==> src/rtl/ups_ctrl_pkg.sv <==
// Shared definitions for the x4 up-sampler timing controller:
// state encoding, default divide ratios and counter width helper.
package ups_ctrl_pkg;

   typedef enum logic [1:0] {
      ST_IDLE  = 2'd0,
      ST_ALIGN = 2'd1,
      ST_RUN   = 2'd2,
      ST_DRAIN = 2'd3
   } ups_state_e;

   localparam int unsigned DEF_CLK_PER_SAM   = 4;
   localparam int unsigned DEF_SAM_PER_SYM   = 4;
   localparam int unsigned DEF_ALIGN_TIMEOUT = 1023;

   // Bits needed to hold 0..n-1; never less than one bit.
   function automatic int unsigned cnt_w(input int unsigned n);
      return (n > 1) ? $clog2(n) : 1;
   endfunction

endpackage

==> src/rtl/ups_mod_cnt.sv <==
// Modulo-N counter with enable, synchronous clear and wrap pulse.
// cnt_nxt exposes the value that will be loaded at the next edge so the
// parent can register outputs that line up with the counter itself.
module ups_mod_cnt
   import ups_ctrl_pkg::*;
#(
   parameter int unsigned N = 4,
   parameter int unsigned W = cnt_w(N)
) (
   input  logic         clk,
   input  logic         reset,
   input  logic         clr,
   input  logic         en,
   output logic [W-1:0] cnt,
   output logic [W-1:0] cnt_nxt,
   output logic         wrap
);

   localparam logic [W-1:0] LAST = W'(N - 1);

   // Next-count: clear wins, otherwise count and wrap at N-1.
   always_comb begin
      wrap    = en && (cnt == LAST);
      cnt_nxt = cnt;
      if (clr)
         cnt_nxt = '0;
      else if (en)
         cnt_nxt = wrap ? '0 : cnt + W'(1);
   end

   // Count register.
   always_ff @(posedge clk) begin
      if (reset)
         cnt <= '0;
      else
         cnt <= cnt_nxt;
   end

endmodule

==> src/rtl/ups_timing_ctrl.sv <==
// Timing/sequencing controller for the x4 up-sampler: sample strobe sam_clk,
// symbol strobe sym_clk (coincident with sam_clk at phase 0), start/stop
// sequencing, frame-sync alignment and lock/error status.
// Optional feature: define UPS_PHASE_ADJ_EN to add the slip input, which
// stretches one sample period by a clk to retard the sample grid.
module ups_timing_ctrl
   import ups_ctrl_pkg::*;
#(
   parameter int unsigned CLK_PER_SAM   = DEF_CLK_PER_SAM,
   parameter int unsigned SAM_PER_SYM   = DEF_SAM_PER_SYM,
   parameter int unsigned ALIGN_TIMEOUT = DEF_ALIGN_TIMEOUT,
   localparam int unsigned PW = cnt_w(SAM_PER_SYM)
) (
   input  logic          clk,
   input  logic          reset,
   input  logic          start,
   input  logic          stop,
   input  logic          align_in,
   output logic          sam_clk,
   output logic          sym_clk,
   output logic [PW-1:0] ups_phase,
   output logic          busy,
   output logic          locked,
   output logic          align_err
`ifdef UPS_PHASE_ADJ_EN
   ,
   input  logic          slip
`endif
);

   localparam int unsigned CW = cnt_w(CLK_PER_SAM);
   localparam int unsigned TW = cnt_w(ALIGN_TIMEOUT + 1);
   localparam logic [CW-1:0] CLK_LAST = CW'(CLK_PER_SAM - 1);
   localparam logic [TW-1:0] TMO_MAX  = TW'(ALIGN_TIMEOUT);

   ups_state_e    st_q, st_nxt;
   logic [TW-1:0] tmo_q, tmo_nxt;
   logic [CW-1:0] clk_cnt, clk_cnt_nxt;
   logic [PW-1:0] ph_cnt, ph_cnt_nxt;
   logic          clk_wrap, ph_wrap;
   logic          act_q, act_nxt;
   logic          cnt_clr, cnt_en;
   logic          slip_req, slip_acc, hold, pend_q, pend_nxt;
   logic          err_nxt, sam_nxt, sym_nxt;

`ifdef UPS_PHASE_ADJ_EN
   assign slip_req = slip;
`else
   assign slip_req = 1'b0;
`endif

   // Next state, sticky error and ALIGN timeout; stop outranks start/align_in.
   always_comb begin
      st_nxt  = st_q;
      err_nxt = align_err;
      case (st_q)
         ST_IDLE:
            if (start && !stop) begin
               st_nxt  = ST_ALIGN;
               err_nxt = 1'b0;
            end
         ST_ALIGN:
            if (stop)
               st_nxt = ST_IDLE;
            else if (align_in)
               st_nxt = ST_RUN;
            else if (tmo_q == TMO_MAX) begin
               st_nxt  = ST_RUN;
               err_nxt = 1'b1;
            end
         ST_RUN:
            if (stop)
               st_nxt = ST_DRAIN;
         ST_DRAIN:
            // Last clk of the last sample of the symbol.
            if (ph_wrap)
               st_nxt = ST_IDLE;
         default:
            st_nxt = ST_IDLE;
      endcase
      tmo_nxt = (st_q == ST_ALIGN && st_nxt == ST_ALIGN) ? tmo_q + TW'(1) : '0;
   end

   // Grid control: a slip is parked until the final clk of the current
   // sample and then holds clk_cnt there once, so the period is CLK_PER_SAM+1
   // and no duplicate clk_cnt==0 cycle is ever produced.
   always_comb begin
      act_q    = (st_q == ST_RUN) || (st_q == ST_DRAIN);
      act_nxt  = (st_nxt == ST_RUN) || (st_nxt == ST_DRAIN);
      slip_acc = slip_req && (st_q == ST_RUN) && !pend_q;
      hold     = (st_q == ST_RUN) && (pend_q || slip_acc) && (clk_cnt == CLK_LAST);
      pend_nxt = (st_nxt == ST_RUN) && (pend_q || slip_acc) && !hold;
      cnt_en   = act_q && !hold;
      cnt_clr  = !act_nxt;
      // hold matters here only for CLK_PER_SAM==1, where the held count is 0.
      sam_nxt  = act_nxt && (clk_cnt_nxt == '0) && !hold;
      sym_nxt  = (st_nxt == ST_RUN) && sam_nxt && (ph_cnt_nxt == '0);
   end

   // State, timeout and slip-pending registers.
   always_ff @(posedge clk) begin
      if (reset) begin
         st_q   <= ST_IDLE;
         tmo_q  <= '0;
         pend_q <= 1'b0;
      end else begin
         st_q   <= st_nxt;
         tmo_q  <= tmo_nxt;
         pend_q <= pend_nxt;
      end
   end

   // Registered outputs, loaded from next-state values so they line up
   // with the state/counter registers.
   always_ff @(posedge clk) begin
      if (reset) begin
         sam_clk   <= 1'b0;
         sym_clk   <= 1'b0;
         busy      <= 1'b0;
         locked    <= 1'b0;
         align_err <= 1'b0;
      end else begin
         sam_clk   <= sam_nxt;
         sym_clk   <= sym_nxt;
         busy      <= (st_nxt != ST_IDLE);
         locked    <= (st_nxt == ST_RUN);
         align_err <= err_nxt;
      end
   end

   assign ups_phase = ph_cnt;

   ups_mod_cnt #(.N(CLK_PER_SAM), .W(CW)) u_clk_cnt (
      .clk     (clk),
      .reset   (reset),
      .clr     (cnt_clr),
      .en      (cnt_en),
      .cnt     (clk_cnt),
      .cnt_nxt (clk_cnt_nxt),
      .wrap    (clk_wrap)
   );

   ups_mod_cnt #(.N(SAM_PER_SYM), .W(PW)) u_ph_cnt (
      .clk     (clk),
      .reset   (reset),
      .clr     (cnt_clr),
      .en      (clk_wrap),
      .cnt     (ph_cnt),
      .cnt_nxt (ph_cnt_nxt),
      .wrap    (ph_wrap)
   );

endmodule
==> config.mk <==
export PLATFORM = sky130hd
export DESIGN_NAME = ups_timing_ctrl
export DESIGN_NICKNAME = d
export VERILOG_FILES = /design/src/rtl/ups_ctrl_pkg.sv /design/src/rtl/ups_mod_cnt.sv /design/src/rtl/ups_timing_ctrl.sv
export SDC_FILE = /design/constraint.sdc
export NUM_CORES = 1
export LEC_CHECK = 0
export BUFFER_PORTS_ARGS = -buffer_cell sky130_fd_sc_hd__buf_2
export CAP_MARGIN = 25
export CORE_ASPECT_RATIO = 0.6
export CORE_MARGIN = 10
export CORE_UTILIZATION = 38
export DETAILED_ROUTE_END_ITERATION = 12
export SYNTH_ARGS = -nofsm -noshare
export SYNTH_HDL_FRONTEND = slang
export SYNTH_HIERARCHICAL = 1
export SYNTH_SLANG_ARGS = --single-unit
==> constraint.sdc <==
create_clock -name clk -period 7.5 [get_ports clk]
set_input_delay 1.5 -clock clk [delete_from_list [all_inputs] [get_ports clk]]
set_output_delay 1.5 -clock clk [all_outputs]
set_load 0.02 [all_outputs]
==> results of run 1 <==
-- synthesized netlist by cell type, drive strengths merged --
cell | n | area, sq um
nor3b | 1 | 18.8
a311o | 1 | 10.0
o21a | 2 | 15.0
nand2b | 3 | 26.3
o21ai | 1 | 5.00
ha | 3 | 37.5
a311oi | 1 | 8.76
nor2b | 2 | 12.5
xor2 | 2 | 17.5
inv | 3 | 11.3
nor4bb | 1 | 10.0
a211oi | 2 | 25.0
o21bai | 1 | 7.51
or4b | 1 | 10.0
nor4 | 2 | 12.5
nor2 | 22 | 110
nor4b | 2 | 17.5
xnor2 | 7 | 61.3
a21oi | 3 | 18.8
or3 | 2 | 12.5
o21ba | 1 | 10.0
nand2 | 6 | 22.5
nand4 | 2 | 12.5
a21boi | 2 | 18.8
and2 | 2 | 15.0
nand3b | 2 | 15.0
nor3 | 7 | 46.3
buf | 3 | 30.0
nand3 | 5 | 30.0
dfxtp | 22 | 440
-- area by class of cell --
type,instances,area [sq um],share of cell area (%)
clock buffer,3,41.3,3.37
clock inverter,1,30.0,2.45
inverter,3,11.3,0.919
multi-input combinational,86,607,49.5
sequential,22,440,36.0
tap,32,40.0,3.27
timing repair buffer,11,55.1,4.49
-- layer usage --
layer | part of all wire, % | vias up | GRT usage, %
met2 | 38 | 15 | 11.1
met4 | 0.68 | 0 | 1.35
met5 | 0 | - | 0
met1 | 55 | 360 | 11.1
met3 | 6.4 | 2 | 3.82
li1 | - | 422 | -
-- path summary, 6_finish.rpt --
path,end,start,slack (ps),depth (start not counted)
hold / removal,align_err,align_err,470,1
setup / recovery,sym_clk,stop,4600,7
setup reg to reg,sym_clk,st_q[1],4740,10
hold reg to reg,align_err,align_err,470,1
-- sequential cells by signal (all words and copies together) (netlist names) --
register,flops
u_clk_cnt/cnt,2
tmo_q,10
align_err,1
sym_clk,1
pend_q,1
busy,1
u_ph_cnt/cnt,2
locked,1
sam_clk,1
st_q,2
-- per-stage QoR --
step           hold WS [ps]  instances  worst slack (ps)  power [W]
2_1_floorplan           450        114              4710   0.000129
3_3_place_gp            448        154              4470   0.000132
3_5_place_dp            452        154              4360   0.000133
4_1_cts                 479        158              4640   0.000242
5_1_grt                 492        158              4510   0.000247
6_report                470        158              4600   0.000238
-- logic make-up (layout without fill, tap and decap cells) --
| family | after synthesis | count (layout) | share of synthesized area (%) |
|---|---|---|---|
| compound gates | 14 | 14 | 10.9 |
| xor+xnor | 9 | 9 | 7.24 |
| fa+ha+maj | 3 | 3 | 3.45 |
| buf+inv | 6 | 18 | 3.79 |
| flops | 22 | 22 | 40.5 |
| simple gates | 60 | 60 | 34.1 |
-- power by group through the flow --
stage | Combinational (W) | Clock [W] | Sequential, W
5_1_grt | 0.0000116 | 0.000116 | 0.000120
6_report | 0.0000106 | 0.000108 | 0.000119
3_5_place_dp | 0.0000106 | 0 | 0.000122
3_3_place_gp | 0.0000104 | 0 | 0.000122
4_1_cts | 0.0000107 | 0.000112 | 0.000119
2_1_floorplan | 0.00000708 | 0 | 0.000122
==> impl_metrics.ini, run 1 <==
[power]
power_frac_comb_pct = 4.5
power-per-cell-area_nw_per_um2 = 194
p_seq_share_pct = 50.1
p_int_w = 0.000193
clkPwrFrac_pct = 45.4
switching_share_pct = 18.8
leakagePower_nw = 0.438
max-vdd-ir-drop_mv = 0.127
switchingPower_w = 0.0000447

[die]
dieArea_sq_um = 5480
start_util_pct = 41.7
core_area_sq_um = 2610
die_w_um = 89.1
fp-row-count = 14
die_y_um = 61.5
ios = 12

[worst_setup_path]
required_ps = 7670
crit_chain = buf_2 -> nor3b_4 -> o21a_1 -> nor2_1 -> nor2_1 -> or4b_1 -> nor3_1
max_stage_delay_ps = 510
cp-start-kind = primary input
path_buf_inv = 1
crit_path_max_fanout = 8
end_kind = register
slowest_stage = or4b_1
cpLargestDelayFamily = simple AND/OR/NAND/NOR gates
arrival_ps = 3070
cpMostUsedCell = nor2_1
path_class = in2reg

[drt]
dr.pass1.iters = 4
postRouteAntennaNets = 0
drtIter0Drc = 55
wl_per_cell_um = 13.0
vias = 799
post-route-drc-count = 0
wl_mm = 2.06
routed_via_density = 5.06

[final_layout]
mostFrequentLayoutCell = dfxtp_1
final_cell_mix = dfxtp_1, nor2_1, buf_2, nor2_2, xnor2_1
antennaDiodeCount = 0
final_area_sq_um = 1220
nFillCells = 250
drive_gt1_share_pct = 29.4
syn2layout_area_growth_pct = 12.5
fin_util_pct = 46.9
nets = 135

[clocking]
cts.sinks = 22
cts-buffers-inserted = 3
ctsHoldBuffers = 0
clkSlewWorstSetupHoldPaths_ps = 80
cts_setup_buffers = 0
h-tree-depth = 1
tritoncts = built
worstSkewPairLatency_ps = 260
ctsResizeCount = 0
cts_buffer_depth = 2
cts_root_buf = clkbuf_8

[timing]
fin_tns_setup_ps = 0
period_minus_slack_ps = 2900
fin_worst_skew_ps = 2.79
final_hold_viol_count = 0
maxSlewViolCount = 0
timing.fmax_mhz = 345
slew_headroom_pct = 62.4
finalSetupViolCount = 0
period_share_pct = 38.7
worst_pin_slew_ps = 564
rsz0062_at_grt = no

[hold_path]
worstHoldPathType = reg2reg

[grt]
grt.overflow.total = 0
antenna_found_initial = 0
grt.total_usage_pct = 8.03
grt_max_degree = 14
grt_pass1_wl_mm = 3.42
grt_pass1_vias = 756

[status]
outcome = finished clean

[logic_synthesis]
yosys.cell_types.count = 37
syn_area_per_cell_sq_um = 9.55
synth_seq_area_share_pct = 40.5
ys_ff_latch = 22
ys_warn_count = 6
synth_nets = 122
synthCells = 114
synth_area_sq_um = 1090

[place]
port_buffers = 11
dp_hpwl_mm = 1.62
place_congestion = 0.747
dpl_cell_area_sq_um = 1150

[job]
maxCapViolCount = 0
(Power assumes the default switching activity.)
==> inputs of run 2 (changes only) <==
ABC_AREA = 1   (was not set)
clock period = 2.6 ns   (was 7.5 ns; I/O delays follow)
==> run 2 against run 1 <==
  * Via count rose by 3.9%
  * Critical path type is now reg2reg
  * Die area is 0.16% higher
  * Sequential cell count unchanged
  * Combinational power grew to 6.6 times the previous value
  * Power grew to 2.6 times the previous value
  * Cell count grew 22%
==> impl_metrics.ini, run 2 <==
[logic_synthesis]
yosys.cell_types.count = 20
synthTopCellsByCount = nand2_1, nor2_1, dfxtp_1, inv_1
synth_flop_cell = dfxtp_1
synth.area.top_cells = dfxtp_1, nand2_1, nor2_1
synth_seq_area_share_pct = 40.4
synth_top_area_share_pct = 40.4
synth_nets = 154
yosysTopAreaCell = dfxtp_1
synth_compound_area_share_pct = 1.38
ys_warn_count = 6
synthCells = 146
synth-async-reset-ratio_pct = 0
ys_ff_latch = 22
synth-edff-count = 0
synth_top_family_by_area = simple AND/OR/NAND/NOR gates
synth-xor-area-share_pct = 4.82
syn_area_per_cell_sq_um = 7.47
synth_area_sq_um = 1090
yosysMostFrequentCell = nand2_1
synth.mux.area_fraction_pct = 0
synth-simple-area-share_pct = 41.1
synth_fa_ha_area_share_pct = 3.44

[final_layout]
antennaDiodeCount = 0
largest_reg_flops = 10
syn2layout_area_growth_pct = 13.0
final_area_sq_um = 1230
nFillCells = 273
drive_gt1_share_pct = 23.8
final_cell_mix = nand2_1, nor2_1, inv_1, dfxtp_1, buf_2
nets = 170
top_register = tmo_q
mostFrequentLayoutCell = nand2_1

[clocking]
ctsHoldBuffers = 0
h-tree-depth = 1
worstSkewPairLatency_ps = 260
cts_root_buf = clkbuf_8
cts_setup_buffers = 0
tritoncts = built
cts.sinks = 22
clkSlewWorstSetupHoldPaths_ps = 70
cts_buffer_depth = 2
cts-buffers-inserted = 3

[grt]
grt.busiest_layer = met1
grtUsageMet3_pct = 3.16
grt_pass1_vias = 772
grt.total_usage_pct = 8.46
grt_use_met1_pct = 11.8
met2_usage_pct = 10.7
grt_max_degree = 12
grt.overflow.total = 0
grt_pass1_wl_mm = 3.50
antenna_found_initial = 0

[place]
place_congestion = 0.783
port_buffers = 11
dpl_cell_area_sq_um = 1190
dp_hpwl_mm = 1.63
post-place-ws_ps = 373

[hold_path]
worstHoldPathType = reg2reg

[worst_setup_path]
crit_chain = nor2_1 -> nand4_1 -> inv_1 -> nor2_1 -> nand2_1 -> inv_1 -> nand2_1 -> inv_1 -> nor3_2 -> nor2_1 -> nand2_2 -> inv_1 -> nor2_1 -> nand2_1 -> inv_1 -> nor2_1 -> nand3_2 -> nor2_2
path_buf_inv = 5
path_class = reg2reg
slowest_stage = dfxtp_1
crit_path_max_fanout = 5
cpLargestDelayFamily = simple AND/OR/NAND/NOR gates
arrival_ps = 2450
required_ps = 2800
end_kind = register
cp-start-kind = register
max_stage_delay_ps = 430

[power]
switching_share_pct = 24.6
max-vdd-ir-drop_mv = 0.191
leakagePower_nw = 0.580
switchingPower_w = 0.000153
clkPwrFrac_pct = 32.5
power_frac_comb_pct = 11.2
p_seq_share_pct = 56.3
power.total_w = 0.000624
power-per-cell-area_nw_per_um2 = 506
p_int_w = 0.000471

[drt]
dr.pass1.iters = 5
post-route-drc-count = 0
wl_mm = 2.00
postRouteAntennaNets = 0
drtIter0Drc = 71
vias = 830
routed_via_density = 4.32
wl_per_cell_um = 10.4

[timing]
slew_headroom_pct = 80.8
maxSlewViolCount = 0
fin_worst_skew_ps = 2.54
final_hold_viol_count = 0
period_minus_slack_ps = 2250
fin_tns_setup_ps = 0
setup_ws_ps = 355
period_share_pct = 86.4
rsz0062_at_grt = no
worst_pin_slew_ps = 287
timing.fmax_mhz = 445
finalSetupViolCount = 0

[die]
fp-row-count = 14
start_util_pct = 41.5
ios = 12
die_w_um = 89.2
core_area_sq_um = 2630
dieArea_sq_um = 5480
die_y_um = 61.5

[job]
maxCapViolCount = 0

[status]
outcome = finished clean
-- run 2: path summary, 6_finish.rpt --
kind                               start        to  slack [ps]  cells after the start
worst max-delay path             st_q[0]   sym_clk         350                     18
worst min-delay path            tmo_q[0]  tmo_q[0]         460                      1
worst max register to register   st_q[0]   sym_clk         350                     18
worst min register to register  tmo_q[0]  tmo_q[0]         460                      1
-- run 2: metal layers --
metal,part of all wire [%],vias to the layer above
met5,0,-
met4,1.7,0
met3,5.3,2
met2,36,18
met1,57,341
li1,-,469
-- run 2: cell families (layout without fill, tap and decap cells) --
logic type	count (synthesis)	after routing
compound gates	3	3
xor+xnor	6	6
fa+ha+maj	3	3
buf+inv	26	40
flops	22	22
simple gates	86	86
-- run 2: through the flow --
stage	utilization [%]	instances	hold slack [ps]
final	46.9	192	462
after global routing	46.9	192	502
after CTS	46.7	192	466
after detailed placement	45.1	189	449
after global placement	45.1	189	441
after floorplan	-	146	418
-- run 2: cell type report --
type | count | area, sq um | area share (%)
flip-flops and latches | 22 | 440 | 35.7
well taps | 32 | 40.0 | 3.25
clock buffers | 3 | 41.3 | 3.35
multi-input cells | 98 | 558 | 45.3
inverters | 26 | 97.6 | 7.92
repair buffers | 11 | 55.1 | 4.47
-- run 2: timing repair --
| item | CTS | global route |
|---|---|---|
| endpoints found under the hold margin | 0 | 0 |
| resized for setup | 0 | 1 |
| endpoints found under the setup margin | 0 | 1 |
-- run 2: power groups by stage --
stage	combinational [W]	clock, W	sequential, W
finish	0.0000700	0.000203	0.000351
global route	0.0000790	0.000222	0.000352
CTS	0.0000703	0.000213	0.000351
detailed placement	0.0000697	0	0.000359
global placement	0.0000706	0	0.000358
floorplan	0.0000430	0	0.000365
==> inputs of run 3 (changes only) <==
CORE_ASPECT_RATIO = not set   (was 0.6)
TNS_END_PERCENT = 100   (was not set)
==> run 3 against run 2 <==
  * First-iteration DRC count decreased by 82%
  * Clock skew fell by 0.66 ps
  * Combinational power shrank 4.0%
  * Critical path depth increased by 1
  * Cell count unchanged
  * Register-to-register slack better by 80 ps
  * Hold slack lost 16 ps
  * Sequential cell count unchanged
==> impl_metrics.ini, run 3 (same netlist as run 2, synthesis figures left out) <==
[worst_setup_path]
rr_startpoint = st_q[1]
reg2reg_depth = 19
end_kind = register
critPathLaunch = st_q[1]
arrival_ps = 2420
required_ps = 2860
path_class = reg2reg
reg2reg_to = sym_clk
reg2reg_setup_slack_ps = 440
crit_path_max_fanout = 5
cp-start-kind = register

[final_layout]
top_register = tmo_q
largest_reg_flops = 10
final_cell_mix = nand2_1, nor2_1, inv_1, dfxtp_1, buf_2
regArea_sq_um = 442
drive_gt1_share_pct = 24.2
stdcell_count = 192
syn2layout_area_growth_pct = 12.0
nFillCells = 293
mostFrequentLayoutCell = nand2_1
fin_util_pct = 44.3
antennaDiodeCount = 0
multi_input_area_sq_um = 553
nets = 170

[hold_path]
worstHoldPathType = in2reg
hp-start = reset
holdPathEnd = u_ph_cnt/cnt[1]
whs_path_depth = 2

[grt]
grt.total_usage_pct = 7.81
grt_pass1_vias = 838
grt.overflow.total = 0
grt_pass1_wl_mm = 3.40
antenna_found_initial = 0
grt_max_degree = 13

[die]
core_area_sq_um = 2760
die_w_um = 73.6
start_util_pct = 39.6
die_y_um = 73.6
fp-row-count = 19
dieArea_sq_um = 5410
ios = 12

[timing]
rsz0062_at_grt = no
slew_headroom_pct = 82.1
fin_worst_skew_ps = 1.88
finalSetupViolCount = 0
timing.fmax_mhz = 462
setup_ws_ps = 436
maxSlewViolCount = 0
final_hold_viol_count = 0
worst_pin_slew_ps = 267
fin_tns_setup_ps = 0
period_share_pct = 83.2
period_minus_slack_ps = 2160

[place]
port_buffers = 11
dp_hpwl_mm = 1.52
post-place-ws_ps = 410
dp_cells = 188
place_congestion = 0.781

[clocking]
tritoncts = built
cts_buffer_depth = 2
cts_setup_buffers = 0
h-tree-depth = 1
cts-buffers-inserted = 3
worstSkewPairLatency_ps = 300
clkSlewWorstSetupHoldPaths_ps = 120
cts.sinks = 22
cts_root_buf = clkbuf_4

[drt]
wl_mm = 1.85
drtIter0Drc = 13
wl_per_cell_um = 9.66
routed_via_density = 4.55
postRouteAntennaNets = 0
post-route-drc-count = 0
dr.pass1.iters = 4
vias = 874

[power]
max-vdd-ir-drop_mv = 0.416
power-per-cell-area_nw_per_um2 = 495
leakagePower_nw = 0.578
power.total_w = 0.000605

[job]
maxCapViolCount = 0

[status]
outcome = finished clean
-- run 3: cell types whose count changed in the layout (fill, tap and decap cells not counted), sizes merged --
cell | previous run | this run
clkbuf | 3 | 4
-- run 3: worst max-delay path, stage by stage, from the launching register on --
cell     delay [ps]
dfxtp_2         360
inv_2            90
nor2_1           60
nand4_1          90
inv_1            60
nor2_1          220
nand2_1          80
inv_1           130
nand2_1          80
inv_1            50
nor3_1           50
nor2_1          110
nand2_2         100
inv_1           130
inv_1            50
nand2_1          70
nor2_1           40
nor2_1          150
nand3_2         110
nor2_2           80
-- run 3: area by class of cell --
type / count / share of cell area [%]
multi-input cells: 98 / 45.2
clock buffers: 4 / 2.97
inverters: 26 / 7.98
flip-flops and latches: 22 / 36.1
well taps: 31 / 3.17
repair buffers: 11 / 4.50
-- run 3: how the worst max path moves through the flow --
stage              end  slack [ps]  cells after the start
5_1_grt        sam_clk          70                     19
2_1_floorplan  sam_clk         680                     19
3_3_place_gp   sam_clk         410                     19
4_1_cts        sam_clk         380                     19
6_report       sym_clk         440                     19
3_5_place_dp   sam_clk         410                     19
-- run 3: power by group --
group	switching [W]	internal, W
sequential	0.00000501	0.000346
clock	0.000101	0.0000854
combinational	0.0000453	0.0000218
total	0.000152	0.000453
-- run 3: what timing repair did --
action / CTS / global route
gates resized for setup: 0 / 1
hold endpoints to repair: 0 / 0
hold buffers: 0 / 0
endpoints found under the setup margin: 0 / 1
-- run 3: metal layers --
layer	routed length, um	global-route usage (%)	vias to the layer above
li1	-	-	472
met1	776	8.19	383
met2	944	13.3	17
met3	115	3.77	2
met4	18	2.69	0
met5	0	0	-
-- run 3: metrics by stage --
step	hold slack [ps]	cell area [sq um]
3_3_place_gp	429	1180
2_1_floorplan	418	1090
3_5_place_dp	448	1180
5_1_grt	433	1220
4_1_cts	434	1220
6_report	446	1220
